## config.mk

```make
export PLATFORM = sky130hd
export DESIGN_NAME = uart_cmd_receiver_flat
export DESIGN_NICKNAME = d
export VERILOG_FILES = /design/src/rtl/uart_cmd_receiver_if.sv /design/src/rtl/uart_cmd_receiver.sv /design/src/flat_wrapper.sv
export SDC_FILE = /design/constraint.sdc
export NUM_CORES = 1
export LEC_CHECK = 0
export CORE_MARGIN = 10
export CORE_UTILIZATION = 48
export DETAILED_ROUTE_END_ITERATION = 6
export GPL_TIMING_DRIVEN = 1
export PLACE_DENSITY = 0.74
export SYNTH_ARGS = -nofsm -noshare
export SYNTH_HDL_FRONTEND = slang
export SYNTH_SLANG_ARGS = --single-unit
```

## constraint.sdc

```tcl
create_clock -name CLK -period 1.68 [get_ports CLK]
set_clock_uncertainty 0.15 [all_clocks]
set_input_delay 0.252 -clock CLK [delete_from_list [all_inputs] [get_ports CLK]]
set_output_delay 0.252 -clock CLK [all_outputs]
set_load 0.02 [all_outputs]
```

## src/rtl/uart_cmd_receiver_if.sv

```systemverilog
// Serial-line and received-command signals between the UART receiver and the command decoder.
interface uart_cmd_receiver_if;
  logic       UART_RXD;
  logic [7:0] RXD_DATA;
  logic       RXD_OVER;
  logic       FRAME_ERR;
  logic       BUSY;

  modport master (
    input  UART_RXD,
    output RXD_DATA,
    output RXD_OVER,
    output FRAME_ERR,
    output BUSY
  );

  modport slave (
    output UART_RXD,
    input  RXD_DATA,
    input  RXD_OVER,
    input  FRAME_ERR,
    input  BUSY
  );
endinterface

```

## src/rtl/uart_cmd_receiver.sv

```systemverilog
// 8N1 UART receiver for the Bluetooth command path: baud tick divider plus
// 16x oversampling frame FSM, delivering a held byte and a one-cycle strobe.
module uart_cmd_receiver #(
  parameter int unsigned CLK_DIV    = 650,
  parameter int unsigned OVERSAMPLE = 16
) (
  input  logic                CLK,
  input  logic                RST,
  uart_cmd_receiver_if.master rx
);

  localparam int unsigned HALF   = OVERSAMPLE / 2;
  localparam int unsigned DIV_W  = (CLK_DIV > 1) ? $clog2(CLK_DIV) : 1;
  localparam int unsigned TCNT_W = $clog2(OVERSAMPLE);

  typedef enum logic [2:0] {
    IDLE,
    START,
    DATA,
    STOP,
    WAIT_HIGH
  } state_t;

  state_t              state, state_nx;
  logic                rx_meta, rx_s;
  logic [DIV_W-1:0]    div;
  logic [TCNT_W-1:0]   tcnt;
  logic [2:0]          bit_idx;
  logic [7:0]          shift;

  logic tick, mid_start, bit_end;
  logic cnt_clr, tcnt_clr, shift_en, stop_ok, stop_bad, busy;

  assign tick      = (div == DIV_W'(CLK_DIV - 1));
  assign mid_start = tick && (tcnt == TCNT_W'(HALF - 1));
  assign bit_end   = tick && (tcnt == TCNT_W'(OVERSAMPLE - 1));

  always_ff @(posedge CLK or negedge RST) begin
    if (!RST) begin
      rx_meta <= 1'b1;
      rx_s    <= 1'b1;
    end else begin
      rx_meta <= rx.UART_RXD;
      rx_s    <= rx_meta;
    end
  end

  always_ff @(posedge CLK or negedge RST) begin
    if (!RST) state <= IDLE;
    else      state <= state_nx;
  end

  always_comb begin
    state_nx = state;
    case (state)
      IDLE:      if (!rx_s) state_nx = START;
      START:     if (mid_start) state_nx = rx_s ? IDLE : DATA;
      DATA:      if (bit_end && (bit_idx == 3'd7)) state_nx = STOP;
      STOP:      if (bit_end) state_nx = rx_s ? IDLE : WAIT_HIGH;
      WAIT_HIGH: if (rx_s) state_nx = IDLE;
      default:   state_nx = IDLE;
    endcase
  end

  always_comb begin
    busy     = (state != IDLE);
    // counters sit at zero while idle so the first tick is phase-aligned to the start edge
    cnt_clr  = (state == IDLE) || (state == WAIT_HIGH);
    tcnt_clr = ((state == START) && mid_start) || bit_end;
    shift_en = (state == DATA) && bit_end;
    stop_ok  = (state == STOP) && bit_end && rx_s;
    stop_bad = (state == STOP) && bit_end && !rx_s;
  end

  always_ff @(posedge CLK or negedge RST) begin
    if (!RST) begin
      div     <= '0;
      tcnt    <= '0;
      bit_idx <= '0;
      shift   <= '0;
    end else if (cnt_clr) begin
      div     <= '0;
      tcnt    <= '0;
      bit_idx <= '0;
    end else begin
      div <= tick ? '0 : div + 1'b1;
      if (tick) tcnt <= tcnt_clr ? '0 : tcnt + 1'b1;
      if (shift_en) begin
        shift   <= {rx_s, shift[7:1]};
        bit_idx <= bit_idx + 1'b1;
      end
    end
  end

  always_ff @(posedge CLK or negedge RST) begin
    if (!RST) begin
      rx.RXD_DATA  <= '0;
      rx.RXD_OVER  <= 1'b0;
      rx.FRAME_ERR <= 1'b0;
    end else begin
      rx.RXD_OVER  <= stop_ok;
      rx.FRAME_ERR <= stop_bad;
      if (stop_ok) rx.RXD_DATA <= shift;
    end
  end

  assign rx.BUSY = busy;

endmodule

```

## src/flat_wrapper.sv

```systemverilog
// flat-port wrapper written by rule: the top's interface ports become plain ports
module uart_cmd_receiver_flat 
#(
  parameter int unsigned CLK_DIV    = 650,
  parameter int unsigned OVERSAMPLE = 16
)
  (CLK, RST, rx_UART_RXD, rx_RXD_DATA, rx_RXD_OVER, rx_FRAME_ERR, rx_BUSY);
  uart_cmd_receiver_if rx_i ();
  input  logic CLK;
  input  logic RST;
  input wire logic [$bits(rx_i.UART_RXD)-1:0] rx_UART_RXD;
  output wire logic [$bits(rx_i.RXD_DATA)-1:0] rx_RXD_DATA;
  output wire logic [$bits(rx_i.RXD_OVER)-1:0] rx_RXD_OVER;
  output wire logic [$bits(rx_i.FRAME_ERR)-1:0] rx_FRAME_ERR;
  output wire logic [$bits(rx_i.BUSY)-1:0] rx_BUSY;
  assign rx_i.UART_RXD = rx_UART_RXD;
  assign rx_RXD_DATA = rx_i.RXD_DATA;
  assign rx_RXD_OVER = rx_i.RXD_OVER;
  assign rx_FRAME_ERR = rx_i.FRAME_ERR;
  assign rx_BUSY = rx_i.BUSY;
  uart_cmd_receiver #(.CLK_DIV(CLK_DIV), .OVERSAMPLE(OVERSAMPLE)) u_core (.CLK(CLK), .RST(RST), .rx(rx_i));
endmodule
```

==> results_dict.tcl, run 1 <==
set metrics [dict create \
    tns_ns -4.407 \
    grt_usage_pct 14.28 \
    reg2reg_slack_ns -0.19 \
    syn_inst 156 \
    clkTransAtPathRegs_ns 0.09 \
    synth_largest_area_cell "dfrtp_1" \
    min_from "rx_UART_RXD" \
    final_util_pct 73.48 \
    ant_nets 0 \
    p_total_mw 1.815 \
    dieArea_um2 6625 \
    clk_latency_ns 0.31 \
    yosysUniqueCellTypes 37 \
    setup_viol 35 \
    wirelength_um 4749 \
    powerDensity_nw_per_um2 674.7 \
    drt_iter0_drc 73 \
    dpl_cell_area_um2 2216 \
    r2r_start "u_core.div[4]" \
    netlist_area_um2 1809 \
    grt_setup_unrepaired "yes" \
    ys_seq_elements 40 \
    clk_path_buf_depth 2 \
    antenna_found_initial 0 \
    wire_per_inst_um 18.20 \
    status "finished, violations left" \
    die_x_um 81.40 \
    irDropWorstVdd_mv 0.5039 \
    cap_violations 0 \
    syn_avg_cell_area_um2 11.60 \
    worst_slew_pin_slew_ns 0.4295 \
    htree_levels 2 \
    drive_gt1_share_pct 47.89 \
    cp_slowest_cell "dfrtp_1" \
    async_flop_share_pct 100.0 \
    grt_pass1_vias 1540 \
    period_share_pct 111.6 \
    numCtsBuffers 5 \
    port_buffers 13 \
    netlist.area_leader.share_pct 52.56 \
    max_stage_delay_ns 0.41 \
    synth_edf_count 0 \
    synth_warnings 0 \
    path_class "reg2reg" \
    row_count 22 \
    syn_nets 164 \
    fmax_ghz 0.5335 \
    cts_sinks 40 \
    violations "negative setup slack" \
    grt_first_pass_wirelength_um 7334 \
    hpwl_um 2763 \
    startpoint "u_core.div[4]" \
    layout.nets 220 \
    grt-ovfl-total 0 \
    root_buffer "clkbuf_8" \
    finalHoldViolations 0 \
    min_path_type "in2reg" \
    first_pass_iters 4 \
    critPathArrivalTime_ns 1.92 \
    drc 0 \
    synthTopCellsByCount "dfrtp_1, nor2_1, mux2_2" \
    drv_slew 0 \
    maxSlewHeadroom_pct 71.26 \
    start_util_pct 49.42 \
    ys_top_cells_by_area "dfrtp_1, mux2_2, nor2_1, ha_1, dfstp_2" \
    vias 1452 \
    final_area_um2 2690 \
    syn_to_final_growth_pct 48.69 \
    critPathLaunchType "flip-flop" \
    synth_flop_cell "dfrtp_1" \
    crit_chain "nor4b_4 > buf_4 > nand4_4 > nor2_4 > buf_12 > mux2_4" \
    coreArea_um2 3661 \
    p_leak_nw 1.272 \
    diodes 0 \
    fin_crit_ns 1.875 \
    fin_cells 261 \
    final.setup.worst_slack_ns -0.1945 \
    place_congestion 0.9195 \
    yosysSeqAreaShare_pct 55.46 \
    fp.dieH_um 81.40 \
    place_inst 241 \
    grt_max_degree 18 \
    endpoint_kind "flip-flop" \
    critPathMaxFanout 8 \
    via_per_inst 5.563 \
    io-pin-count 14 \
    cts_tree "built" \
    synth.most_common_cell "dfrtp_1" \
    worstPathRequired_ns 1.72 \
]
## what timing repair did
item	CTS	global route
gates cloned	0	1
gates resized for setup	38	40
setup endpoints to repair	31	38
hold buffers	1	0
pin swaps	5	15
hold endpoints to repair	14	0
setup buffers	8	4
## cells in the final DEF (no fill, tap or decap), types with 3 or more instances in the layout
cell type        netlist  final
dfrtp_1               38     38
buf_4                  1     30
mux2_4                 0     16
nor2_1                17     12
nand2_1                9      8
nand3_1               10      7
dlygate4sd2_1          0      7
buf_6                  1      7
xnor2_1                6      6
nor3_1                 5      5
nor2_4                 1      5
a21oi_2                0      5
clkbuf_8               0      5
o21ai_2                0      4
ha_1                   5      4
xor2_1                 3      3
nand3_2                0      3
o21ai_1                0      3
clkdlybuf4s50_1        0      3
## per-layer routing
layer / track usage, % / vias to the layer above / part of all wire (%)
met5: 0 / - / 0
met4: 5.536 / 0 / 2.1
met3: 5.188 / 10 / 4.9
met2: 24.17 / 34 / 55
met1: 16.02 / 742 / 37
li1: - / 666 / -
## per-stage QoR
stage               hold WS [ns]  setup WS, ns
global placement         0.04775       -0.1704
CTS                       0.1912       -0.1367
detailed placement       0.05464       -0.2228
finish                    0.1948       -0.1945
global route              0.1845       -0.2922
floorplan                -0.1936       -0.1274
## report_power, final
| group | switching (mW) | internal (mW) | leakage, nW | total (mW) |
|---|---|---|---|---|
| Clock | 0.368 | 0.447 | 0.0583 | 0.816 |
| Sequential | 0.00488 | 0.966 | 0.537 | 0.971 |
| Combinational | 0.0202 | 0.00782 | 0.677 | 0.0281 |
| Total | 0.394 | 1.42 | 1.27 | 1.82 |
## path summary, 6_finish.rpt
| check | endpoint | depth (start not counted) |
|---|---|---|
| max | u_core.shift[4] | 6 |
| min | u_core.rx_meta | 1 |
| max reg2reg | u_core.shift[4] | 6 |
| min reg2reg | u_core.rx_s | 0 |
| max in group asynchronous | u_core.rx_meta | 3 |
| min in group asynchronous | u_core.rx.RXD_DATA[7] | 2 |
## logic make-up after synthesis
group	share of synthesized area (%)
AND/OR/NAND/NOR	18.88
multiplexers	9.958
flip-flops	55.46
AO/OA/AOI/OAI	5.740
adder cells (fa/ha/maj)	3.458
XOR/XNOR	4.357
buffers and inverters	2.143
## layout make-up
cell class                      count  area (µm²)
Timing Repair Buffer               53       467.9
Tap cell                           48       60.06
Sequential cell                    40        1003
Clock buffer                        5       68.82
Clock inverter                      3       47.55
Fill cell                         224       970.9
Inverter                            2       7.507
Multi-Input combinational cell    110        1035
## state kept, by name, summed over array words and instances (netlist names)
signal and count:
u_core.rx.RXD_OVER 1, u_core.shift 8, u_core.rx.RXD_DATA 8, u_core.div 10, u_core.state 3, u_core.rx_s 1, u_core.rx_meta 1, u_core.bit_idx 3
u_core.rx.FRAME_ERR 1, u_core.tcnt 4
## worst max-delay path: cells and delay by family (launching register included)
family        cells  cell delay [ns]
buf+inv           2             0.31
flops             1             0.41
mux               1             0.30
simple gates      3             0.58
Power figures use the tool's default switching activity.
==> run 2: changes to the inputs <==
ABC_AREA = 1   (was unset)
SKIP_CTS_REPAIR_TIMING = 1   (was unset)
==> results_dict.tcl, run 2 <==
set metrics [dict create \
    status "finished, violations left" \
    violations "negative setup slack" \
    htree_levels 2 \
    fin_crit_ns 1.727 \
    place_congestion 0.7995 \
    fin_cells 312 \
    reg2reg_slack_ns -0.05 \
    start_util_pct 50.84 \
    cap_violations 0 \
    critPathArrivalTime_ns 1.82 \
    path_class "reg2reg" \
    synth_edf_count 0 \
    clk_path_buf_depth 2 \
    yosysUniqueCellTypes 26 \
    cts_sinks 40 \
    reg_top3 "u_core.div (10), u_core.rx.RXD_DATA (8), u_core.shift (8)" \
    io-pin-count 14 \
    coreArea_um2 3744 \
    whs_ns 0.2028 \
    wire_per_inst_um 12.35 \
    diodes 0 \
    min_path_type "in2reg" \
    wirelength_um 3853 \
    syn_nets 222 \
    worst_slew_pin_slew_ns 0.4858 \
    final_cell_mix "nand2_1, dfrtp_1, buf_4" \
    p_clk_share_pct 48.3 \
    vias 1519 \
    port_buffers 13 \
    tns_ns -0.3105 \
    p_leak_nw 1.359 \
    synth_warnings 0 \
    clkTransAtPathRegs_ns 0.08 \
    dpl_cell_area_um2 2246 \
    final_area_um2 2551 \
    async_flop_share_pct 100.0 \
    antenna_found_initial 0 \
    dieArea_um2 6883 \
    setup_viol 15 \
    multi_input_area_um2 883.3 \
    grt-ovfl-total 0 \
    r2r_start "u_core.tcnt[1]" \
    whs_path_depth 1 \
    via_per_inst 4.869 \
    critical_path_buf_inv_count 2 \
    synthTopCellsByCount "nand2_1, dfrtp_1, nor2_1" \
    p_total_mw 1.938 \
    swShare_pct 18.99 \
    critPathLaunchType "flip-flop" \
    ys_seq_elements 40 \
    worstPathRequired_ns 1.77 \
    regToRegEndpoint "u_core.bit_idx[2]" \
    layout.nets 271 \
    grt_first_pass_wirelength_um 6120 \
    finalHoldViolations 0 \
    grt_usage_pct 10.69 \
    period_share_pct 102.8 \
    powerDensity_nw_per_um2 759.7 \
    fmax_ghz 0.5790 \
    n_fill_cell 305 \
    cts_tree "built" \
    endpoint_kind "flip-flop" \
    drt_iter0_drc 125 \
    syn_inst 214 \
    dp_slack_ns -0.08155 \
    power_switching_mw 0.3680 \
    largest_reg_flops 10 \
    syn_to_final_growth_pct 34.06 \
    place_inst 297 \
    row_count 22 \
    min_from "rx_UART_RXD" \
    intPower_mw 1.570 \
    drive_gt1_share_pct 32.58 \
    comb_power_share_pct 1.8 \
    hpwl_um 2601 \
    netlist_area_um2 1903 \
    irDropWorstVdd_mv 0.5744 \
    critPathMaxFanout 3 \
    grt_setup_unrepaired "yes" \
    synth.most_common_cell "nand2_1" \
    grt_pass1_vias 1413 \
    final_common_cell "nand2_1" \
    ant_nets 0 \
    final.setup.worst_slack_ns -0.04721 \
    worstRegToRegCells 9 \
    yosysSeqAreaShare_pct 52.73 \
    max_stage_delay_ns 0.40 \
    numCtsBuffers 5 \
    die_x_um 82.97 \
    root_buffer "clkbuf_8" \
    regArea_um2 1003 \
    critical-path-top-delay-family "simple AND/OR/NAND/NOR gates" \
    first_pass_iters 4 \
    top_register "u_core.div" \
    netlist.area_leader.share_pct 49.97 \
    synth_largest_area_cell "dfrtp_1" \
    maxSlewHeadroom_pct 67.61 \
    hold_end "u_core.rx_meta" \
    cp_slowest_cell "dfrtp_1" \
    synth_flop_cell "dfrtp_1" \
    p_seq_share_pct 49.9 \
    ys_top_cells_by_area "dfrtp_1, nand2_1, o21ai_2, nor2_1, inv_1" \
    crit_chain "ha_4 > nand2_4 > nor2_4 > buf_6 > nand4_1 > nor2_4 > buf_4 > nand2_1 > nand2_1" \
    syn_avg_cell_area_um2 8.893 \
    final_util_pct 68.15 \
    clk_latency_ns 0.30 \
    grt_max_degree 22 \
    fp.dieH_um 82.97 \
    drv_slew 0 \
    drc 0 \
]
run 2: worst max path at each step:
| stage | startpoint | endpoint | slack [ns] | depth (start not counted) |
|---|---|---|---|---|
| finish | u_core.tcnt[1] | u_core.bit_idx[2] | -0.05 | 9 |
| global route | u_core.tcnt[1] | u_core.bit_idx[2] | -0.15 | 9 |
| CTS | u_core.state[0] | rx_BUSY | -0.42 | 4 |
| detailed placement | u_core.state[1] | rx_BUSY | -0.08 | 4 |
| global placement | u_core.state[1] | rx_BUSY | -0.07 | 4 |
| floorplan | u_core.div[1] | u_core.rx.RXD_DATA[2] | 0.04 | 10 |
run 2: cell families (layout without fill, tap and decap cells):
logic type               Yosys count  after routing  synth area share (%)
adder cells (fa/ha/maj)            5              5                 3.287
buffers and inverters             27             76                 6.114
AO/OA/AOI/OAI                     27             27                 10.06
XOR/XNOR                           2              2                0.9206
flip-flops                        40             40                 52.73
AND/OR/NAND/NOR                  113            114                 26.89
run 2: cell type report:
type                            count  share of cell area (%)
Clock buffer                        6                   2.845
Clock inverter                      2                   2.354
Inverter                           25                   3.678
Multi-Input combinational cell    148                   34.62
Sequential cell                    40                   39.33
Tap cell                           48                   2.354
Timing Repair Buffer               43                   14.81
run 2: worst reg2reg max path, stage by stage (launching register included):
cell,delay (ns)
dfrtp_1,0.40
ha_4,0.16
nand2_4,0.06
nor2_4,0.13
buf_6,0.11
nand4_1,0.20
nor2_4,0.22
buf_4,0.14
nand2_1,0.05
nand2_1,0.07
run 2: power groups by stage:
stage               Combinational (mW)  Clock, mW  Sequential [mW]
CTS                             0.0336      0.956            0.967
detailed placement              0.0334          0            0.987
global placement                0.0333          0            0.987
finish                          0.0350      0.935            0.968
global route                    0.0391       1.00            0.968
floorplan                      0.00253          0            0.988
run 2: layer usage:
| layer | vias up | global-route usage (%) | routed length, µm |
|---|---|---|---|
| met5 | - | 0 | 0 |
| met4 | 0 | 5.538 | 83 |
| met3 | 6 | 3.809 | 146 |
| met2 | 24 | 17.32 | 1895 |
| met1 | 706 | 12.05 | 1727 |
| li1 | 783 | - | - |
